### config.mk
export PLATFORM = sky130hd
export DESIGN_NAME = dac_sample_sched
export DESIGN_NICKNAME = d
export VERILOG_FILES = /design/src/rtl/dac_sample_sched_pkg.sv /design/src/rtl/dac_sample_fifo.sv /design/src/rtl/dac_sample_sched.sv
export SDC_FILE = /design/constraint.sdc
export NUM_CORES = 1
export LEC_CHECK = 0
export BUFFER_PORTS_ARGS = -buffer_cell sky130_fd_sc_hd__clkbuf_2
export CAP_MARGIN = 10
export CORE_MARGIN = 2
export CORE_UTILIZATION = 60
export CTS_BUF_LIST = sky130_fd_sc_hd__clkbuf_16
export CTS_CLUSTER_SIZE = 28
export DETAILED_ROUTE_END_ITERATION = 10
export GPL_ROUTABILITY_DRIVEN = 0
export HOLD_SLACK_MARGIN = 0.05
export PLACE_DENSITY_LB_ADDON = 0.08
export SYNTH_ARGS = -nofsm -noshare
export SYNTH_HDL_FRONTEND = slang
export SYNTH_SLANG_ARGS = --single-unit
### constraint.sdc
create_clock -name clk_i -period 8.39 [get_ports clk_i]
set_clock_uncertainty 0.2 [all_clocks]
set_input_delay 2.0975 -clock clk_i [delete_from_list [all_inputs] [get_ports clk_i]]
set_output_delay 2.0975 -clock clk_i [all_outputs]
set_load 0.01 [all_outputs]
### src/rtl/dac_sample_sched_pkg.sv
// Shared definitions for the DAC sample scheduler.
//   sample_t : one 8-bit excess-128 audio sample (8'h80 is the zero level)
//   SILENCE  : sample presented when a channel has nothing to play or output is muted
//   mode_e   : output source selection driven from the CPU sound registers
//   mix_avg  : truncating average of two excess-128 samples
package dac_sample_sched_pkg;

  typedef logic [7:0] sample_t;

  localparam sample_t SILENCE = 8'h80;

  typedef enum logic [1:0] {
    MODE_MIX  = 2'b00,
    MODE_CH0  = 2'b01,
    MODE_CH1  = 2'b10,
    MODE_MUTE = 2'b11
  } mode_e;

  // Averaging two excess-128 values keeps the 128 bias intact, so the
  // result is still excess-128 and can go straight to the DAC.
  function automatic sample_t mix_avg(input sample_t a, input sample_t b);
    logic [8:0] sum;
    sum = {1'b0, a} + {1'b0, b};
    return sample_t'(sum >> 1);
  endfunction

endpackage

### src/rtl/dac_sample_fifo.sv
// Small synchronous first-word-fall-through FIFO for one audio channel.
//   clk_i, rst_i : clock, synchronous active-high reset (empties the FIFO)
//   push_i       : write data_i this cycle (ignored when full)
//   pop_i        : discard the head entry this cycle (ignored when empty)
//   data_i       : sample to write
//   data_o       : head entry, valid whenever empty_o is low
//   full_o       : all 2**FIFO_AW slots occupied
//   empty_o      : no entries stored
module dac_sample_fifo
  import dac_sample_sched_pkg::*;
#(
  parameter int FIFO_AW = 2
) (
  input  logic    clk_i,
  input  logic    rst_i,
  input  logic    push_i,
  input  logic    pop_i,
  input  sample_t data_i,
  output sample_t data_o,
  output logic    full_o,
  output logic    empty_o
);

  localparam int DEPTH = 2 ** FIFO_AW;

  sample_t            mem_q [DEPTH];
  sample_t            mem_d [DEPTH];
  logic [FIFO_AW-1:0] wr_ptr_q, wr_ptr_d;
  logic [FIFO_AW-1:0] rd_ptr_q, rd_ptr_d;
  logic [FIFO_AW:0]   count_q, count_d;
  logic               do_push;
  logic               do_pop;

  // Flags come from the registered count only, so ready seen by the
  // producer never depends on a same-cycle pop.
  assign full_o  = (count_q == (FIFO_AW + 1)'(DEPTH));
  assign empty_o = (count_q == '0);
  assign data_o  = mem_q[rd_ptr_q];

  always_comb begin
    do_push  = push_i && !full_o;
    do_pop   = pop_i && !empty_o;
    mem_d    = mem_q;
    wr_ptr_d = wr_ptr_q;
    rd_ptr_d = rd_ptr_q;
    count_d  = count_q;

    if (do_push) begin
      mem_d[wr_ptr_q] = data_i;
      wr_ptr_d        = wr_ptr_q + 1'b1;
    end
    if (do_pop) begin
      rd_ptr_d = rd_ptr_q + 1'b1;
    end

    if (do_push && !do_pop) begin
      count_d = count_q + 1'b1;
    end else if (!do_push && do_pop) begin
      count_d = count_q - 1'b1;
    end
  end

  always_ff @(posedge clk_i) begin
    if (rst_i) begin
      wr_ptr_q <= '0;
      rd_ptr_q <= '0;
      count_q  <= '0;
    end else begin
      wr_ptr_q <= wr_ptr_d;
      rd_ptr_q <= rd_ptr_d;
      count_q  <= count_d;
    end
  end

  // Storage contents are don't-care while empty, so they carry no reset.
  always_ff @(posedge clk_i) begin
    mem_q <= mem_d;
  end

endmodule

### src/rtl/dac_sample_sched.sv
// Sample scheduler in front of the 8-bit sigma-delta audio DAC.
//   clk_i, rst_i            : clock (shared with the DAC), synchronous active-high reset
//   div_i                   : a sample tick every div_i+1 clocks
//   mode_i                  : 00 mix, 01 ch0 only, 10 ch1 only, 11 mute
//   chN_data/valid/ready    : per-channel valid/ready sample input into a 4-deep FIFO
//   clr_i                   : clears the sticky underrun flags
//   underrun_o              : bit n set when channel n was empty at a tick
//   tick_o                  : one-cycle pulse when a new sample appears on dac_data_o
//   dac_data_o              : registered excess-128 sample to the DAC
module dac_sample_sched
  import dac_sample_sched_pkg::*;
#(
  parameter int DIV_W   = 12,
  parameter int FIFO_AW = 2
) (
  input  logic             clk_i,
  input  logic             rst_i,
  input  logic [DIV_W-1:0] div_i,
  input  logic [1:0]       mode_i,
  input  logic [7:0]       ch0_data_i,
  input  logic             ch0_valid_i,
  output logic             ch0_ready_o,
  input  logic [7:0]       ch1_data_i,
  input  logic             ch1_valid_i,
  output logic             ch1_ready_o,
  input  logic             clr_i,
  output logic [1:0]       underrun_o,
  output logic             tick_o,
  output logic [7:0]       dac_data_o
);

  logic [DIV_W-1:0] cnt_q, cnt_d;
  logic             tick;
  logic             full0, full1;
  logic             empty0, empty1;
  sample_t          head0, head1;
  sample_t          src0, src1;
  sample_t          sample;
  sample_t          dac_data_q, dac_data_d;
  logic             tick_q, tick_d;
  logic [1:0]       underrun_q, underrun_d;

  assign ch0_ready_o = !full0;
  assign ch1_ready_o = !full1;

  // Both channels pop on every tick whatever the mode, so an unused
  // channel keeps draining and stays time-aligned with the other.
  dac_sample_fifo #(.FIFO_AW(FIFO_AW)) u_fifo0 (
    .clk_i   (clk_i),
    .rst_i   (rst_i),
    .push_i  (ch0_valid_i && ch0_ready_o),
    .pop_i   (tick),
    .data_i  (ch0_data_i),
    .data_o  (head0),
    .full_o  (full0),
    .empty_o (empty0)
  );

  dac_sample_fifo #(.FIFO_AW(FIFO_AW)) u_fifo1 (
    .clk_i   (clk_i),
    .rst_i   (rst_i),
    .push_i  (ch1_valid_i && ch1_ready_o),
    .pop_i   (tick),
    .data_i  (ch1_data_i),
    .data_o  (head1),
    .full_o  (full1),
    .empty_o (empty1)
  );

  // Divider: the counter is never clamped, so lowering div_i below the
  // current count simply lets it run round through all-ones to zero.
  always_comb begin
    tick  = (cnt_q == div_i);
    cnt_d = tick ? '0 : cnt_q + 1'b1;
  end

  // Sample formation and flag update for the tick cycle; the result is
  // registered, so the DAC sees it one clock after the tick.
  always_comb begin
    src0       = empty0 ? SILENCE : head0;
    src1       = empty1 ? SILENCE : head1;
    sample     = SILENCE;
    dac_data_d = dac_data_q;
    tick_d     = tick;
    underrun_d = clr_i ? 2'b00 : underrun_q;

    case (mode_e'(mode_i))
      MODE_MIX:  sample = mix_avg(src0, src1);
      MODE_CH0:  sample = src0;
      MODE_CH1:  sample = src1;
      MODE_MUTE: sample = SILENCE;
    endcase

    // Applied after the clear so a new underrun wins over clr_i.
    if (tick) begin
      dac_data_d = sample;
      underrun_d = underrun_d | {empty1, empty0};
    end
  end

  always_ff @(posedge clk_i) begin
    if (rst_i) begin
      cnt_q      <= '0;
      dac_data_q <= SILENCE;
      tick_q     <= 1'b0;
      underrun_q <= 2'b00;
    end else begin
      cnt_q      <= cnt_d;
      dac_data_q <= dac_data_d;
      tick_q     <= tick_d;
      underrun_q <= underrun_d;
    end
  end

  assign dac_data_o = dac_data_q;
  assign tick_o     = tick_q;
  assign underrun_o = underrun_q;

endmodule

# After elaboration in Yosys (flattened, before gate mapping)
# Cells that the tools add are included.
classes:
  add_sub_neg: 10
  magnitude_cmp: 6
  n_eq_ne: 6
  muxes: 21
  n_bitwise: 5
  reduce_logical: 26
op_table:
  columns: ["operator", "n"]
  rows:
  - ["32-bit bitwise mux", 2]
  - ["8-bit 2-to-1 mux", 8]
  - ["8-bit binary-select mux with 2-bit select", 2]
  - ["8-bit demux with 2-bit select", 2]
  - ["8-bit case mux with 4 select lines", 1]
  - ["12-bit by 1-bit adder with 12-bit output (second input constant)", 1]
  - ["12-bit == test", 1]
  - ["3-bit >= comparator (second input constant)", 4]
  - ["1-bit logical AND", 12]
  - ["3-bit 2-to-1 mux", 4]
  - ["2-bit inverter with 3-bit output", 4]
  - ["8-bit by 8-bit adder with 9-bit output", 1]
  - ["2-bit by 1-bit adder with 2-bit output (second input constant)", 4]
  - ["1-bit zero test", 8]
  - ["3-bit by 1-bit adder with 3-bit output (second input constant)", 2]
  - ["3-bit == test (second input constant)", 2]
  - ["3-bit zero test", 2]
  - ["3-bit by 1-bit less-than comparator with 1-bit output (second input constant)", 2]
  - ["3-bit by 1-bit subtractor with 3-bit output (second input constant)", 2]
  - ["2-bit == test (second input constant)", 2]
  - ["2-bit 2-to-1 mux", 2]
  - ["2-bit nonzero test", 2]
  - ["2-bit by 1-bit == test with 1-bit output (second input constant)", 1]
  - ["2-bit zero test", 1]
  - ["2 further kinds", 2]
totals:
  register_bits: 101
  inputBits: 35
  output_inout_bits: 13
  elab_cells: 92

# Longest topological paths before layout
logic_depth:
  depth_word: 8
  mapped_depth: 12
  ltp_nobuf: 11

# By module
# Synthesis repeated with hierarchy kept, for this count alone.
unflattened:
  hier_cells: 368
  area_unflattened_um2: 4797.1
modules_own_cells:
  columns: ["mod", "n_inst", "cells_each", "area_each_um2", "seq_area_each_um2"]
  rows:
  - ["dac_sample_fifo", 2, 86, 1581.5, 1101.1]
  - ["dac_sample_sched", 1, 196, 1634.1, 460.4]

# Worst setup path after synthesis
# OpenSTA, ideal clock, no wires.
synth_path:
  path_kind: "input to register"
  from: "in div_i[3]"
  to: "reg u_fifo0.count_q[2]"
  setup_time_ns: 0.071
  t_arrival_ns: 3.886
  required_time_ns: 8.119
  setup_slack_ns: 4.233
  path_stages: 11
  path_buffers: 1
  path_cell_list: "xnor2_1 > nand4_1 > nor3_1 > buf_2 > nand2_1 > ha_1 > inv_1 > fa_1 > xor2_1 > or3_1 > a21oi_1"
synth_between:
  elab_chain_len: 5
  word_cells_on_any_way: 7
  cone_classes: "eq/ne (1); mux (1); reduce/logical (5)"
synth_rtl:
  columns: ["element", "line_no", "rtl"]
  rows:
  - ["start, declared", "dac_sample_sched.sv:18", "input logic [DIV_W-1:0] div_i,"]
  - ["12-bit == test (*)", "dac_sample_sched.sv:73", "tick = (cnt_q == div_i);"]
  - ["1-bit logical AND (*)", "dac_sample_fifo.sv:42", "do_pop = pop_i && !empty_o;"]
  - ["1-bit zero test", "dac_sample_fifo.sv:56", "if (do_push && !do_pop) begin"]
  - ["1-bit logical AND", "dac_sample_fifo.sv:56", null]
  - ["3-bit 2-to-1 mux / 2-bit nonzero test (equally long branches)", null, null]
  - ["end signal, assigned", "dac_sample_fifo.sv:71", "count_q <= count_d;"]
  - ["end, declared", "dac_sample_fifo.sv:30", "logic [FIFO_AW:0] count_q, count_d;"]
# Every way passes the cells marked *; elsewhere a longest branch is shown, timed or not.
# A chain may end at the register's enable or synchronous reset.

# Worst setup path after layout
layout_path:
  from: "in div_i[7]"
  to: "reg u_fifo0.count_q[2]"
# Same word-level chain as after synthesis.

==> flow_summary_export.csv <==
group,metric,value,unit
die,dieArea,8530,um2
sta,setup_viol,0,
global_route,grt_pass1_wl,14.1,mm
clock_tree,cts_setup_buffers,0,
final_layout,diodes,0,
die,rows,32,
die,floorplan.initialDensity,0.612,
synthesis,syn_inst,367,
global_route,grt_max_degree,27,
synthesis,synthArstFlopShare,0,
clock_tree,cts_tree,"yes",
route,drtAntennaViolNets,0,
clock_tree,cts_max_path_buffers,2,
final_layout,area_growth_syn_to_layout,12.6,%
power_and_ir_drop,leakagePower,1.95,nW
sta,grt_setup_unrepaired,"false",
synthesis,ys_types,45,
route,dr.first_iter.drc_count,137,
clock_tree,htree_num_levels,3,
synthesis,ys_ff_latch,101,
final_layout,drive_gt1_frac,0.202,
critical_path,worst-path-stages,12,
global_route,antenna_found_initial,0,
synthesis,synth_warnings,0,
route,first_pass_iters,5,
synthesis,synth_nets,423,
placed_design,placed_cells,501,
critical_path,slowest_delay,0.42,ns
clock_tree,cts_buffers,9,
sta,finalSetupTns,0,ns
synthesis,synth_area_leaders,"edfxtp_1 41%, dfxtp_1 16%, mux4_2 7.2%",
critical_path,crit_path_end_kind,"flop",
synthesis,synth_top_area_cell,"edfxtp_1",
flow_run,cap_violations,0,
die,core,7650,um2
clock_tree,cts_sinks,101,
placed_design,placed_cell_area,4980,um2
synthesis,synth_top_area_share,0.410,
critical_path,arrival,4.14,ns
synthesis,synth_flop_cell,"edfxtp_1",
die,pin_count,48,
critical_path,critPathRequiredTime,8.46,ns
power_and_ir_drop,p_per_area,233,nW/um2
synthesis,synth_seq_area_share,0.569,
power_and_ir_drop,ir_drop,0.130,mV
die,die_h,92.3,um
critical_path,path_max_fanout,21,
clock_tree,cts-root-buf,"clkbuf_16",
die,die_width,92.3,um
synthesis,avgSynthCellArea,12.8,um2
critical_path,reg2reg_slack,4.98,ns
hold_path,hold_path.class,"flop to flop",
final_layout,final_area,5270,um2
sta,finalCritPeriodShare,0.486,
clock_tree,clkLatencyLatePin,0.34,ns
critical_path,crit_path_start_kind,"primary input",
final_layout,utilization,0.689,
route,vias,2916,
sta,worst_slew_pin_slew,0.649,ns
synthesis,yosysMostFrequentCell,"edfxtp_1",
sta,slew_headroom,0.567,
critical_path,path_cells,"clkbuf_2 -> xnor2_1 -> nand4_1 -> nor3_2 -> buf_4 -> nand2_1 -> ha_1 -> inv_1 -> fa_1 -> xor2_1 -> or3_1 -> a21oi_1",
clock_tree,cts.reportedPaths.clkPinSlew,0.06,ns
route,wirelength,8.63,mm
global_route,grt_pass1_vias,2916,
critical_path,critPathBufInv,3,
sta,max_freq,245,MHz
critical_path,cp_top_family,"simple AND/OR/NAND/NOR gates",
sta,hold_violations,0,
placed_design,dp_hpwl,6.08,mm
clock_tree,cts_hold_buf,0,
final_layout,nets,466,
sta,slew_viol_final,0,
route,routed_via_density,5.64,
final_layout,fin_cells,517,
power_and_ir_drop,finalPower,0.00123,W
critical_path,path_class,"primary input to flop",
critical_path,slowest_stage,"fa_1",
critical_path,r2r_cells,9,
route,drc,0,
global_route,grt_overflow,0,
global_route,grt_usage,0.219,
placed_design,io_buffer_count,47,
route,routed_wire_length_per_instance,16.7,um
outcome,status,"finished clean",
synthesis,syn_area,4680,um2
synthesis,synth_edf_count,64,
clock_tree,cts_resized,0,
synthesis,ys_top_cells_by_count,"64 x edfxtp_1, 42 x nor2_1, 37 x dfxtp_1",
hold_path,hold_path_depth,2,
sta,fin_crit,4.08,ns
-- cells in the final DEF (no fill, tap or decap), types with 2 or more instances in the layout --
master     Yosys  final
edfxtp_1      64     64
clkbuf_2       0     47
nor2_1        42     42
dfxtp_1       37     37
xnor2_1       19     19
ha_1          18     18
nand2_1       17     17
xor2_1        17     17
mux4_2        15     15
and2_1        13     13
inv_1         11     12
a21oi_1       10     10
clkbuf_16      0      9
and3_1         8      8
mux2i_1        7      7
nand4_1        6      6
nor2b_1        6      6
or3_1          5      5
nand3_1        5      5
o22ai_1        5      5
nor3_1         5      4
o211ai_1       3      3
and4_1         3      3
nand2b_1       3      3
o21ai_0        3      3
a211oi_1       3      3
fa_1           3      3
mux2_2         2      2
or2_2          2      2
o21a_1         2      2
o31a_1         2      2
a21o_1         2      2
a22o_1         2      2
clkinv_4       0      2
-- area by class of cell --
type,count,area (um2)
Sequential cell,101,2660
Timing Repair Buffer,48,243
Clock buffer,9,225
Tap cell,102,128
Fill cell,583,2380
Multi-Input combinational cell,239,1900
Inverter,11,41.3
Clock inverter,7,67.6
-- final timing paths --
path                             from                 end
setup / recovery             div_i[7]  u_fifo0.count_q[2]
hold / removal          dac_data_o[3]       dac_data_o[3]
setup reg to reg  u_fifo1.rd_ptr_q[0]       dac_data_o[5]
hold reg to reg         dac_data_o[3]       dac_data_o[3]
-- power by group --
part	internal, W	switching [W]
Combinational	0.000101	0.000133
Sequential	0.000567	0.0000221
Clock	0.000229	0.000174
-- cell families after synthesis --
| kind of cell | Yosys count | synth area share |
|---|---|---|
| flip-flops | 101 | 0.569 |
| AND/OR/NAND/NOR | 118 | 0.125 |
| multiplexers | 24 | 0.0919 |
| XOR/XNOR | 36 | 0.0673 |
| buffers and inverters | 27 | 0.0257 |
| adder cells (fa/ha/maj) | 21 | 0.0609 |
| AO/OA/AOI/OAI | 40 | 0.0601 |
-- flip-flops by register name, indices dropped and copies added, names as in the netlist --
signal	count
u_fifo1.rd_ptr_q	2
underrun_o	2
cnt_q	12
u_fifo0.wr_ptr_q	2
u_fifo1.wr_ptr_q	2
u_fifo0.count_q	3
tick_o	1
u_fifo0.mem_q	32
u_fifo1.mem_q	32
u_fifo1.count_q	3
u_fifo0.rd_ptr_q	2
dac_data_o	8
-- per-layer routing --
metal	vias to the layer above	routed length, um	GRT usage
met4	0	173	0.0920
li1	1424	-	-
met1	1386	3890	0.297
met5	-	0	0
met3	17	441	0.0439
met2	89	4130	0.349
-- metrics by stage --
stage,hold WS (ns),worst slack (ns)
finish,0.319,4.31
global route,0.358,4.12
CTS,0.319,4.29
detailed placement,0.310,3.93
global placement,0.298,4.04
floorplan,0.272,4.23
-- worst min-delay path, stage by stage, from the launching register on --
cell and delay (ns):
dfxtp_1 0.32, nor2_1 0.10, a211oi_1 0.05
Power figures use the tool's default switching activity.
